[src/rtl/fpa_arb_pkg.sv]
// Shared types and constants for the floating-point adder arbiter.
package fpa_arb_pkg;

  localparam int NREQ_DEF    = 4;
  localparam int W_DEF       = 32;
  localparam int TIMEOUT_DEF = 64;

  localparam logic [31:0] QNAN = 32'h7FC00000;

  localparam logic [2:0] ST_IDLE      = 3'd0;
  localparam logic [2:0] ST_LAUNCH    = 3'd1;
  localparam logic [2:0] ST_WAIT_BUSY = 3'd2;
  localparam logic [2:0] ST_WAIT_DONE = 3'd3;
  localparam logic [2:0] ST_RESP      = 3'd4;

  typedef enum logic [2:0] {
    IDLE      = ST_IDLE,
    LAUNCH    = ST_LAUNCH,
    WAIT_BUSY = ST_WAIT_BUSY,
    WAIT_DONE = ST_WAIT_DONE,
    RESP      = ST_RESP
  } fpa_state_e;

endpackage

[src/rtl/fpa_arbiter_rr_pick.sv]
// Combinational round-robin picker: first set request after ptr, wrapping modulo NREQ.
module rr_pick
  import fpa_arb_pkg::*;
#(
  parameter int NREQ = NREQ_DEF,
  parameter int IW   = $clog2(NREQ)
) (
  input  logic [NREQ-1:0] i_req,
  input  logic [IW-1:0]   i_ptr,
  output logic [IW-1:0]   o_winner,
  output logic            o_any
);

  // Scan from the farthest candidate back to ptr+1 so the nearest one wins.
  always_comb begin : pick
    int c;
    c        = 0;
    o_winner = '0;
    o_any    = 1'b0;
    for (int k = NREQ; k >= 1; k--) begin
      c = int'(i_ptr) + k;
      if (c >= NREQ) c = c - NREQ;
      if (i_req[c]) begin
        o_winner = IW'(c);
        o_any    = 1'b1;
      end
    end
  end

endmodule

[src/rtl/fpa_arbiter.sv]
// Round-robin scheduler sharing one FP adder (start/done handshake) between NREQ requesters.
// Optional watchdog on the adder handshake: define FPA_ARB_TIMEOUT_EN.
//
// state     | meaning
// IDLE      | arbitrate; latch winner and its operands on any request
// LAUNCH    | one cycle: grant pulse and adder start
// WAIT_BUSY | wait for adder_done to drop
// WAIT_DONE | wait for adder_done to rise, then capture the sum
// RESP      | one cycle: response strobe to the granted requester
module fpa_arbiter
  import fpa_arb_pkg::*;
#(
  parameter int NREQ    = NREQ_DEF,
  parameter int W       = W_DEF,
  parameter int TIMEOUT = TIMEOUT_DEF
) (
  input  logic            clk,
  input  logic            rst,
  input  logic [NREQ-1:0] req,
  input  logic [NREQ*W-1:0] opa,
  input  logic [NREQ*W-1:0] opb,
  output logic [NREQ-1:0] gnt,
  output logic [NREQ-1:0] rsp_valid,
  output logic [W-1:0]    rsp_data,
  output logic            adder_start,
  output logic [W-1:0]    adder_a,
  output logic [W-1:0]    adder_b,
  input  logic            adder_done,
  input  logic [W-1:0]    adder_result,
  output logic            busy,
  output logic            err
);

  localparam int IW = $clog2(NREQ);

  fpa_state_e      r_state;
  logic [IW-1:0]   r_ptr;
  logic [IW-1:0]   r_idx;
  logic [W-1:0]    r_a;
  logic [W-1:0]    r_b;
  logic [W-1:0]    r_rsp_data;
  logic [IW-1:0]   w_winner;
  logic            w_any;
  logic [W-1:0]    w_sel_a;
  logic [W-1:0]    w_sel_b;
  logic [NREQ-1:0] w_idx_oh;
  logic            w_tmo;

  rr_pick #(.NREQ(NREQ), .IW(IW)) u_pick (
    .i_req    (req),
    .i_ptr    (r_ptr),
    .o_winner (w_winner),
    .o_any    (w_any)
  );

  always_comb begin
    w_sel_a = '0;
    w_sel_b = '0;
    for (int i = 0; i < NREQ; i++) begin
      if (w_winner == IW'(i)) begin
        w_sel_a = opa[i*W +: W];
        w_sel_b = opb[i*W +: W];
      end
    end
  end

`ifdef FPA_ARB_TIMEOUT_EN
  localparam int TW = $clog2(TIMEOUT + 1);
  logic [TW-1:0] r_tmr;
  logic          r_err;

  // Fires only when the normal handshake edge has not arrived in the last allowed cycle.
  assign w_tmo = (r_tmr == '0) &&
                 (((r_state == WAIT_BUSY) && adder_done) ||
                  ((r_state == WAIT_DONE) && !adder_done));

  always_ff @(posedge clk or posedge rst) begin
    if (rst) begin
      r_tmr <= '0;
      r_err <= 1'b0;
    end else begin
      if ((r_state == LAUNCH) || ((r_state == WAIT_BUSY) && !adder_done))
        r_tmr <= TW'(TIMEOUT - 1);
      else if (r_tmr != '0)
        r_tmr <= r_tmr - TW'(1);
      if (w_tmo) r_err <= 1'b1;
    end
  end

  assign err = r_err;
`else
  assign w_tmo = 1'b0;
  assign err   = 1'b0;
`endif

  always_ff @(posedge clk or posedge rst) begin
    if (rst) begin
      r_state    <= IDLE;
      r_ptr      <= IW'(NREQ - 1);
      r_idx      <= '0;
      r_a        <= '0;
      r_b        <= '0;
      r_rsp_data <= '0;
    end else begin
      case (r_state)
        IDLE: begin
          if (w_any) begin
            r_idx   <= w_winner;
            r_a     <= w_sel_a;
            r_b     <= w_sel_b;
            r_state <= LAUNCH;
          end
        end
        LAUNCH: r_state <= WAIT_BUSY;
        WAIT_BUSY: begin
          if (!adder_done) begin
            r_state <= WAIT_DONE;
          end else if (w_tmo) begin
            r_rsp_data <= W'(QNAN);
            r_ptr      <= r_idx;
            r_state    <= RESP;
          end
        end
        WAIT_DONE: begin
          if (adder_done) begin
            r_rsp_data <= adder_result;
            r_ptr      <= r_idx;
            r_state    <= RESP;
          end else if (w_tmo) begin
            r_rsp_data <= W'(QNAN);
            r_ptr      <= r_idx;
            r_state    <= RESP;
          end
        end
        RESP:    r_state <= IDLE;
        default: r_state <= IDLE;
      endcase
    end
  end

  assign w_idx_oh    = {{(NREQ-1){1'b0}}, 1'b1} << r_idx;
  assign gnt         = (r_state == LAUNCH) ? w_idx_oh : '0;
  assign rsp_valid   = (r_state == RESP) ? w_idx_oh : '0;
  assign adder_start = (r_state == LAUNCH);
  assign busy        = (r_state != IDLE);
  assign adder_a     = r_a;
  assign adder_b     = r_b;
  assign rsp_data    = r_rsp_data;

endmodule

[config.mk]
export PLATFORM = sky130hd
export DESIGN_NAME = fpa_arbiter
export DESIGN_NICKNAME = d
export VERILOG_FILES = /design/src/rtl/fpa_arb_pkg.sv /design/src/rtl/fpa_arbiter_rr_pick.sv /design/src/rtl/fpa_arbiter.sv
export SDC_FILE = /design/constraint.sdc
export NUM_CORES = 1
export LEC_CHECK = 0
export ABC_AREA = 1
export CORE_ASPECT_RATIO = 1.75
export CORE_UTILIZATION = 25
export CTS_BUF_LIST = sky130_fd_sc_hd__clkbuf_4
export DETAILED_ROUTE_END_ITERATION = 12
export GPL_TIMING_DRIVEN = 1
export SETUP_SLACK_MARGIN = 0.5
export SYNTH_ARGS = -nofsm -noshare
export SYNTH_HDL_FRONTEND = slang
export SYNTH_SLANG_ARGS = --single-unit
[constraint.sdc]
create_clock -name clk -period 3.6 [get_ports clk]
set_input_delay 0.72 -clock clk [delete_from_list [all_inputs] [get_ports clk]]
set_output_delay 0.72 -clock clk [all_outputs]
set_load 0.01 [all_outputs]
Word level (Yosys, flattened, before mapping) --
Index checks and enable logic that the tools add are counted.
Cells by class: shift-type cells 1, reductions and logical operators 6, multiplexer cells 38, add/subtract/negate cells 8, magnitude comparators 8, equality and inequality tests 10
Operators by type and width (count):
- 2-to-1 mux 32 bit | 12
- >= comparator 32 x 4 -> 1 bit (second input constant) | 4
- < comparator 32 x 4 -> 1 bit (second input constant) | 4
- subtractor 32 x 4 -> 32 bit (second input constant) | 4
- 2-to-1 mux 1 bit | 12
- one-hot mux 3 bit (4 select lines) | 1
- 2-to-1 mux 3 bit | 3
- binary-select mux 1 bit (select 2 bit) | 4
- 2-to-1 mux 2 bit | 4
- 2-to-1 mux 4 bit | 2
- adder 2 x 2 -> 3 bit (second input constant) | 2
- equality test 3 x 2 -> 1 bit (second input constant) | 2
- adder 2 x 3 -> 4 bit (second input constant) | 1
- equality test 2 bit (second input constant) | 2
- != test 2 bit (second input constant) | 2
- AND reduction 2 bit | 2
- left shift 1 x 2 -> 4 bit (first input constant) | 1
- adder 2 x 1 -> 3 bit (second input constant) | 1
- equality test 3 x 1 -> 1 bit (second input constant) | 1
- equality test 3 bit (second input constant) | 1
- zero test 3 bit | 1
- AND reduction 3 bit | 1
- nonzero test 3 bit | 1
- equality test 2 x 1 -> 1 bit (second input constant) | 1
- other kinds (2) | 2
Storage, ports and cells: output and inout bits 107, input port bits 295, logic and storage cells 77, flip-flop bits (word level) 103

Longest topological paths before layout --
Gate-level depths: netlist of run 1.
depth after elaboration 15, depth in mapped cells 16, depth with buffers taken out 14

Modules after synthesis --
From an unflattened synthesis of run 1, not the netlist that was laid out.
Unflattened totals: cells, all modules 928, area total of the unflattened synthesis 5985.7 sq um
By module, submodules not included:
- fpa_arbiter | times used 1, cells each 879, area an instance 5759.3 sq um, seq. area each 2580.0 sq um
- rr_pick | times used 1, cells each 49, area an instance 226.5 sq um, seq. area each 0.0 sq um

Least setup slack after synthesis of run 1 --
OpenSTA, ideal clock, no wires.
path type input to register, start point input port req[1], end point register r_a[0] (netlist: adder_a[0]), buffers on the path 2, cell stages on the path 12, data arrival time 1867 ps, setup time 117 ps, setup slack 1616 ps, data required time 3483 ps, cells stage by stage inv_1 > o21ai_2 > nand2_1 > and2_1 > nand2_1 > nand2_4 > buf_6 > buf_4 > nand3_1 > nand4_1 > nand2_1 > nand2_1
Between the ends: longest elaborated chain between the ends 12, elaborated cells on any way between the ends 29, classes of those cells eq/ne (3); mux (24); reduce/logical (2)
RTL lines:
- from (decl) | RTL line fpa_arbiter.sv:19 | input logic [NREQ-1:0] req,
- binary-select mux 1 bit (select 2 bit) | RTL line fpa_arbiter_rr_pick.sv:23 | if (i_req[c]) begin
- 2-to-1 mux 1 bit (not written as such) (2 in series) | RTL line fpa_arbiter_rr_pick.sv:23
- 2-to-1 mux 2 bit (4 in series) | RTL line fpa_arbiter_rr_pick.sv:23
- zero test 2 bit | RTL line fpa_arbiter.sv:60 | if (w_winner == IW'(i)) begin
- 2-to-1 mux 32 bit (4 in series) | RTL line fpa_arbiter.sv:60
- to (signal assigned) | RTL line fpa_arbiter.sv:109 | r_a <= w_sel_a;
- to (decl) | RTL line fpa_arbiter.sv:39 | logic [W-1:0] r_a;
Parallel ways exist; a longest one is shown, timed or not. The select of a mux whose other input is x is not followed. A chain may end at the register's enable or synchronous reset.

Worst setup path in the final report of run 1 --
start point register r_state[1], end point output port gnt[3]
Between the ends: longest elaborated chain between the ends 2
RTL lines:
- from (decl) | RTL line fpa_arbiter.sv:36 | fpa_state_e r_state;
- from (signal assigned) | RTL line fpa_arbiter.sv:98 | r_state <= IDLE;
- from (signal assigned) | RTL line fpa_arbiter.sv:111 | r_state <= LAUNCH;
- from (signal assigned) | RTL line fpa_arbiter.sv:114 | LAUNCH: r_state <= WAIT_BUSY;
- equality test 3 x 1 -> 1 bit | RTL line fpa_arbiter.sv:142 | assign gnt = (r_state == LAUNCH) ? w_idx_oh : '0;
- 2-to-1 mux 4 bit | RTL line fpa_arbiter.sv:142
- to (decl) | RTL line fpa_arbiter.sv:22 | output logic [NREQ-1:0] gnt,
Every way passes these cells.

==> flow_metrics.py, run 1 <==
metrics = {
    "critical_path": {
        "reg2reg_depth": 13,
        "regToRegStartpoint": "r_ptr[0]",
        "worstSetupPathType": "flip-flop to primary output",
        "rr_endpoint": "adder_b[14]",
        "end_kind": "primary output",
        "reg2reg_setup_slack_ps": 1020,
        "cp_data_arrival_time_ps": 2100,
        "endpoint": "gnt[3]",
        "startpoint": "r_state[1]",
        "required_ps": 2880,
        "crit_fanout": 5,
        "startpoint_type": "flip-flop",
    },
    "routing": {
        "drtPass1Iterations": 5,
        "post_drt_wl_per_cell_um": 17.7,
        "routed.top_layer": "met4",
        "drtAntennaViolNets": 0,
        "drc_errors": 0,
        "vias_per_cell": 4.86,
        "vias": 7529,
        "first_iter_violations": 405,
        "wl_met3_um": 1820,
        "routed_wl_um": 27400,
        "met2WireLength_um": 14500,
        "drt-met1-wl_um": 10200,
    },
    "die": {
        "initial_core_util": 0.255,
        "die_area_sq_um": 25800,
        "fp.dieW_um": 122,
        "die_height_um": 212,
        "rows": 76,
        "ios": 402,
        "core_sq_um": 24600,
    },
    "clock_tree": {
        "root_buffer": "clkbuf_4",
        "cts_tree": "done",
        "cts-hold-fix-buffers": 0,
        "clk_pin_slew_ps": 170,
        "cts_resized": 0,
        "cts.sinks": 103,
        "cts_buffers": 9,
        "htree_num_levels": 3,
        "clockBufferDepth": 2,
        "postCtsSetupRepairBufs": 0,
        "clk_latency_ps": 500,
    },
    "flow_run": {
        "maxCapViolCount": 0,
    },
    "timing": {
        "slew_viol_final": 0,
        "period_share": 0.783,
        "grt_setup_unrepaired": "false",
        "fin_skew_ps": 19.3,
        "slew-limit-headroom": 0.445,
        "tns_ps": 0,
        "finalSetupViolations": 0,
        "fmax_mhz": 355,
        "final_hold_viol_count": 0,
        "tightest_slew_ps": 833,
        "period_minus_slack_ps": 2820,
    },
    "grt": {
        "grt_pass1_vias": 7441,
        "grt_pass1_wl_um": 41300,
        "grtUsageTotal": 0.211,
        "grt_max_degree": 104,
        "grt-ovfl-total": 0,
        "antenna_found_initial": 1,
    },
    "synthesis": {
        "synth_warnings": 0,
        "yosys_register_bits": 103,
        "postSynthAreaPerCell_sq_um": 7.16,
        "synth_most_common_cell": "nand2_1",
        "syn_nets": 1174,
        "synth_top_area_share": 0.402,
        "yosysSeqAreaShare": 0.410,
        "synth_edf_count": 0,
        "synth_common_cells": "nand2_1, nand3_1, nand4_1",
        "syn-cell-area_sq_um": 6290,
        "yosysTopAreaCell": "dfrtp_1",
        "synthTopCellsByArea": "dfrtp_1, nand2_1, nand4_1",
        "syn-instance-count": 879,
        "synth_ff_type": "dfrtp_1",
        "synthArstFlopShare": 1.00,
        "yosysUniqueCellTypes": 28,
    },
    "finish": {
        "drive_gt1_frac": 0.0413,
        "synthToLayoutAreaGrowth_pct": 67.4,
        "nets": 1526,
        "finalInstanceArea_sq_um": 10500,
    },
    "power": {
        "p_leak_nw": 4.62,
        "powerDensity_nw_per_um2": 917,
        "vdd_drop_max_uv": 522,
    },
    "placed_design": {
        "dpl.hpwl_um": 19900,
        "place_area_sq_um": 10400,
        "place.gp.congestion": 0.820,
        "portBuffers": 400,
    },
    "min_path": {
        "hold_depth": 2,
        "worstHoldPathType": "flip-flop to flip-flop",
    },
    "outcome": {
        "status": "finished, final reports clean",
    },
}
==> final cells by class <==
class | instances | area [sq um]
fill | 2509 | 14100
timing repair buffer | 417 | 4210
multi-input combinational | 682 | 3160
sequential | 103 | 2580
tap | 312 | 390
clock buffer | 10 | 75.1
inverter | 18 | 73.8
clock inverter | 6 | 46.3
antenna | 1 | 2.50
==> worst max-delay path, cell delays in order (launching register included) <==
cell,delay [ps]
dfrtp_1,440
nor3_1,250
inv_1,130
nor3_1,190
clkdlybuf4s50_1,580
==> how the worst min path moves through the flow <==
stage | slack [ps] | startpoint | endpoint
floorplan | 490 | r_ptr[1] | r_ptr[1]
global placement | 460 | adder_b[31] | adder_b[31]
detailed placement | 460 | adder_a[9] | adder_a[9]
CTS | 500 | adder_a[5] | adder_a[5]
global route | 510 | adder_b[6] | adder_b[6]
finish | 500 | adder_a[5] | adder_a[5]
==> through the flow <==
step | worst slack (ps) | hold WS, ps | power [W] | util | instances
after global placement | 542 | 460 | 0.00911 | 0.423 | 1532
after floorplan | 1620 | 492 | 0.00673 | - | 879
final | 780 | 498 | 0.00966 | 0.428 | 1549
after detailed placement | 546 | 464 | 0.00917 | 0.423 | 1532
after CTS | 697 | 504 | 0.00980 | 0.428 | 1548
after global routing | 535 | 515 | 0.0105 | 0.428 | 1549
==> logic make-up after synthesis <==
logic type,count (synthesis),synth area share
AO/OA/AOI/OAI,8,0.00736
AND/OR/NAND/NOR,673,0.492
buffers and inverters,94,0.0905
other,1,0.000596
flip-flops,103,0.410
==> cells in the final DEF (no fill, tap or decap), drive strengths merged, types with 2 or more instances in the layout <==
master / n
clkdlybuf4s50: 400
nand2: 392
nand3: 135
nand4: 129
dfrtp: 101
inv: 18
buf: 17
nor3: 10
clkbuf: 10
o21ai: 6
nor2: 4
clkinvlp: 3
clkinv: 3
and2: 2
dfstp: 2
==> power breakdown <==
part | switching (W) | internal (W)
registers | 0.000327 | 0.00172
logic | 0.00432 | 0.00271
clock network | 0.000417 | 0.000153
total | 0.00507 | 0.00459
==> per-layer routing <==
layer	vias to the layer above	GRT usage
met5	-	0
li1	3673	-
met2	293	0.380
met3	43	0.0463
met1	3520	0.233
met4	0	0.0903
==> registers in the layout (all words and copies together) (netlist names) <==
register,flops
r_idx,2
r_ptr,2
r_state,3
adder_b,32
adder_a,32
rsp_data,32
Note: power is estimated with default switching activity, not from simulation.
==> run 2: changes to the inputs <==
- clock period: 3.6 -> 2.8 ns (I/O delays scaled with it)
==> run 2 against run 1 <==
  * Clock skew rose by 2.9 ps
  * Utilization up 3.3 points
  * Combinational power up 65%
  * Die area unchanged
  * Clock power increased by 55%
  * Critical path depth up 1
  * First-iteration DRC count is 18% higher
==> flow_metrics.py, run 2 (synthesis gave the netlist of run 1 again) <==
metrics = {
    "critical_path": {
        "cp_data_arrival_time_ps": 1710,
        "cpPeakStageDelay_ps": 450,
        "cp_top_family": "flip-flops",
        "crit_buf_inv": 3,
        "path_cells": "inv_2, nor3_2, inv_2, nor3_1, buf_2",
        "crit_fanout": 5,
        "required_ps": 2240,
        "worstSetupPathType": "flip-flop to primary output",
        "end_kind": "primary output",
        "crit_top_cell": "inv_2",
        "cpMaxStageDelayCell": "dfrtp_1",
        "startpoint_type": "flip-flop",
    },
    "grt": {
        "antenna_found_initial": 2,
        "grt_pass1_wl_um": 41000,
        "grt_max_degree": 75,
        "grt-ovfl-total": 0,
        "grtUsageTotal": 0.208,
        "grt_pass1_vias": 7533,
    },
    "timing": {
        "grt_setup_unrepaired": "true",
        "finalSetupViolations": 0,
        "fmax_mhz": 440,
        "period_share": 0.811,
        "fin_hold_ws_ps": 426,
        "tightest_slew_ps": 583,
        "period_minus_slack_ps": 2270,
        "tns_ps": 0,
        "setup_slack_ps": 529,
        "fin_skew_ps": 22.2,
        "slew_viol_final": 0,
        "final_hold_viol_count": 0,
        "slew-limit-headroom": 0.611,
    },
    "routing": {
        "routed_wl_um": 30800,
        "first_iter_violations": 479,
        "vias": 7923,
        "drc_errors": 0,
        "post_drt_wl_per_cell_um": 19.5,
        "drtAntennaViolNets": 0,
        "vias_per_cell": 5.01,
        "drtPass1Iterations": 5,
    },
    "clock_tree": {
        "cts_buffers": 9,
        "cts.sinks": 103,
        "clk_latency_ps": 510,
        "root_buffer": "clkbuf_4",
        "htree_num_levels": 3,
        "cts_tree": "done",
        "clk_pin_slew_ps": 190,
        "clockBufferDepth": 2,
        "cts-hold-fix-buffers": 0,
    },
    "finish": {
        "mostFrequentLayoutCells": "clkdlybuf4s50_1, nand2_1, nand3_1",
        "stdcell_count": 1580,
        "drive_gt1_frac": 0.103,
        "final_common_cell": "clkdlybuf4s50_1",
        "nets": 1556,
        "n_fill_cell": 2381,
        "synthToLayoutAreaGrowth_pct": 80.2,
    },
    "placed_design": {
        "place_ws_ps": 160,
        "dpl.hpwl_um": 19900,
        "dp.cells": 1534,
        "portBuffers": 400,
        "place.gp.congestion": 0.828,
    },
    "die": {
        "core_sq_um": 24600,
        "fp.dieW_um": 122,
        "die_area_sq_um": 25800,
        "initial_core_util": 0.255,
        "die_height_um": 212,
        "ios": 402,
        "rows": 76,
    },
    "min_path": {
        "worstHoldPathType": "input pin to async pin",
    },
    "power": {
        "vdd_drop_max_uv": 670,
        "powerDensity_nw_per_um2": 1330,
        "p_leak_nw": 5.00,
    },
    "flow_run": {
        "maxCapViolCount": 0,
    },
    "outcome": {
        "status": "finished, final reports clean",
    },
}
-- run 2: cell types whose count changed in the layout (fill, tap and decap cells not counted), moves of 5 or more --
| cell | previous run | this run |
|---|---|---|
| nand2_1 | 387 | 361 |
| nand2_2 | 3 | 18 |
| clkdlybuf4s50_1 | 400 | 390 |
| clkbuf_16 | 0 | 9 |
| nand2_4 | 2 | 11 |
| buf_12 | 6 | 14 |
| buf_6 | 0 | 6 |
| inv_1 | 14 | 9 |
| inv_2 | 2 | 7 |
-- run 2: area by class of cell --
cell class                 count  area, sq um  share of cell area
timing repair buffer         447         4760               0.419
inverter                      18         87.6             0.00772
tap                          312          390              0.0344
sequential                   103         2580               0.228
multi-input combinational    682         3360               0.297
antenna                        2         5.00            0.000441
clock inverter                 7         88.8             0.00783
clock buffer                   9         67.6             0.00596
-- run 2: metrics by stage --
stage                     utilization  area [sq um]  power [W]
after floorplan                     -          6300    0.00865
final                           0.460         11300     0.0151
after detailed placement        0.428         10500     0.0121
after global placement          0.428         10500     0.0121
after global routing            0.460         11300     0.0162
after CTS                       0.436         10700     0.0131
-- run 2: what timing repair did --
item | CTS | global route
gates cloned | 0 | 12
hold endpoints to repair | 0 | 0
pin swaps | 0 | 22
buffers inserted | 2 | 14
setup endpoints to repair | 11 | 72
resized for setup | 24 | 83
-- run 2: power by group --
| group | internal (W) | switching [W] |
|---|---|---|
| Combinational | 0.00499 | 0.00658 |
| Sequential | 0.00221 | 0.000438 |
| Clock | 0.000293 | 0.000590 |
-- run 2: path summary, 6_finish.rpt --
kind                             start  depth (start not counted)  slack, ps           end
setup reg to reg              r_ptr[0]                         17        540   adder_a[28]
max in group asynchronous          rst                          3       1700      r_ptr[0]
hold / removal                     rst                          2        430  rsp_data[20]
min in group clk           adder_b[31]                          2        500   adder_b[31]
setup / recovery            r_state[0]                          5        530        gnt[3]
hold reg to reg            adder_b[31]                          2        500   adder_b[31]
-- run 2: per-layer routing --
layer / track usage / vias to the layer above / share of wire
met5: 0 / - / 0
met4: 0.100 / 0 / 0.037
met3: 0.0404 / 63 / 0.062
met2: 0.371 / 368 / 0.53
met1: 0.234 / 3744 / 0.37
li1: - / 3748 / -
==> run 3: changes to the inputs <==
- clock period: 2.8 -> 2 ns (I/O delays scaled with it)
==> run 3 against run 2 <==
  * Routed wire length increased by 4.6%
  * Total power increased by 54%
  * Combinational power increased by 57%
  * Via count increased by 3.6%
  * Sequential power increased by 42%
  * The run now ends with negative setup slack left
  * Final area increased by 8.6%
  * Clock skew increased by 0.65 ps
==> flow_metrics.py, run 3 (synthesis gave the netlist of run 1 again) <==
metrics = {
    "outcome": {
        "status": "finished with violations",
        "violations": "negative setup slack",
    },
    "timing": {
        "grt_setup_unrepaired": "true",
        "finalSetupViolations": 69,
        "slew_viol_final": 0,
        "fin_skew_ps": 22.9,
        "period_minus_slack_ps": 2190,
        "period_share": 1.09,
        "setup_slack_ps": -187,
        "fin_hold_ws_ps": 283,
        "final_hold_viol_count": 0,
        "fmax_mhz": 457,
        "tns_ps": -8980,
    },
    "clock_tree": {
        "cts_buffers": 9,
        "htree_num_levels": 3,
        "root_buffer": "clkbuf_4",
        "cts_tree": "done",
        "clk_pin_slew_ps": 190,
        "clk_latency_ps": 520,
        "clockBufferDepth": 2,
        "cts.sinks": 103,
    },
    "critical_path": {
        "required_ps": 2420,
        "reg2reg_depth": 15,
        "rr_endpoint": "adder_b[29]",
        "endpoint": "adder_b[29]",
        "regToRegStartpoint": "r_ptr[0]",
        "end_kind": "flip-flop",
        "startpoint": "r_ptr[0]",
        "startpoint_type": "flip-flop",
        "cp_data_arrival_time_ps": 2610,
        "reg2reg_setup_slack_ps": -190,
        "worstSetupPathType": "flip-flop to flip-flop",
        "crit_fanout": 12,
    },
    "grt": {
        "grt_max_degree": 68,
        "grt_pass1_wl_um": 43900,
        "grtUsageTotal": 0.224,
        "antenna_found_initial": 5,
        "grt_pass1_vias": 7901,
        "grt-ovfl-total": 0,
    },
    "routing": {
        "drtAntennaViolNets": 0,
        "wl_met3_um": 2060,
        "drt-met1-wl_um": 11700,
        "met2WireLength_um": 17100,
        "vias_per_cell": 4.95,
        "drc_errors": 0,
        "routed.top_layer": "met5",
        "vias": 8210,
        "first_iter_violations": 535,
        "post_drt_wl_per_cell_um": 19.4,
        "routed_wl_um": 32200,
        "drtPass1Iterations": 5,
    },
    "power": {
        "vdd_drop_max_uv": 1030,
        "p_leak_nw": 5.73,
        "powerDensity_nw_per_um2": 1890,
    },
    "die": {
        "rows": 76,
        "die_height_um": 212,
        "initial_core_util": 0.255,
        "fp.dieW_um": 122,
        "die_area_sq_um": 25800,
        "ios": 402,
        "core_sq_um": 24600,
    },
    "finish": {
        "final_common_cell": "nand2_1",
        "drive_gt1_frac": 0.279,
        "nets": 1632,
        "mostFrequentLayoutCells": "nand2_1, clkdlybuf4s50_1, nand4_1",
        "post-route-util": 0.500,
        "stdcell_count": 1658,
        "finalInstanceArea_sq_um": 12300,
        "synthToLayoutAreaGrowth_pct": 95.8,
    },
    "placed_design": {
        "portBuffers": 400,
        "dpl.hpwl_um": 21600,
        "dp.cells": 1560,
        "place_area_sq_um": 10900,
        "place.gp.congestion": 0.942,
    },
    "flow_run": {
        "maxCapViolCount": 0,
    },
    "min_path": {
        "worstHoldPathType": "input pin to async pin",
    },
}
## run 3: cell types whose count changed in the layout (fill, tap and decap cells not counted), moves of 13 or more
cell | before | now
nand2_2 | 18 | 43
nand3_1 | 131 | 106
nand2_1 | 361 | 325
buf_12 | 14 | 27
nand3_2 | 3 | 26
clkdlybuf4s50_1 | 390 | 294
clkbuf_2 | 4 | 50
buf_4 | 14 | 60
buf_6 | 6 | 64
## run 3: worst min path at each step
| stage | endpoint | startpoint | cells after the start | slack, ps |
|---|---|---|---|---|
| detailed placement | adder_a[11] | adder_a[11] | 2 | 460 |
| finish | adder_a[1] | rst | 3 | 280 |
| CTS | adder_b[16] | rst | 3 | 250 |
| floorplan | r_ptr[1] | r_ptr[1] | 2 | 490 |
| global route | adder_b[31] | rst | 3 | 280 |
| global placement | adder_b[18] | adder_b[18] | 2 | 460 |
## run 3: per-stage QoR
step	total power [W]	worst slack [ps]
floorplan	0.0126	131
global placement	0.0180	-394
detailed placement	0.0181	-427
CTS	0.0209	-129
global route	0.0248	-296
finish	0.0232	-187
## run 3: layout make-up
class                      count  area (sq um)
inverter                      18          93.8
clock inverter                 7           103
sequential                   103          2580
tap                          312           390
fill                        2387         12300
multi-input combinational    683          3720
antenna                        4          10.0
clock buffer                   9          67.6
timing repair buffer         522          5350
## run 3: timing repair
item                       CTS  global route
pin swaps                    7            56
gates resized for setup    192           329
hold buffers                 0             0
setup endpoints to repair  174           209
buffers inserted            18            40
gates cloned                 5            15
## run 3: report_power, final
group / switching (W) / internal [W]
Clock: 0.000789 / 0.000519
Sequential: 0.000660 / 0.00310
Combinational: 0.00985 / 0.00833
## run 3: routing by layer
layer  track usage  vias up
li1              -     3898
met1         0.247     3863
met2         0.396      371
met3        0.0501       76
met4         0.113        2
met5             0        -
## run 3: critical path, stage by stage, from the launching register on
cell and delay (ps):
dfstp_2 590, buf_12 130, inv_8 50, nand2_4 60, nand2_2 50, and2_4 170, nor2_4 110, nand3_4 110
nand2_8 130, nor2_8 60, buf_4 140, buf_12 140, nand2_1 70, nand4_1 150, nand2_1 90, nand2_1 50
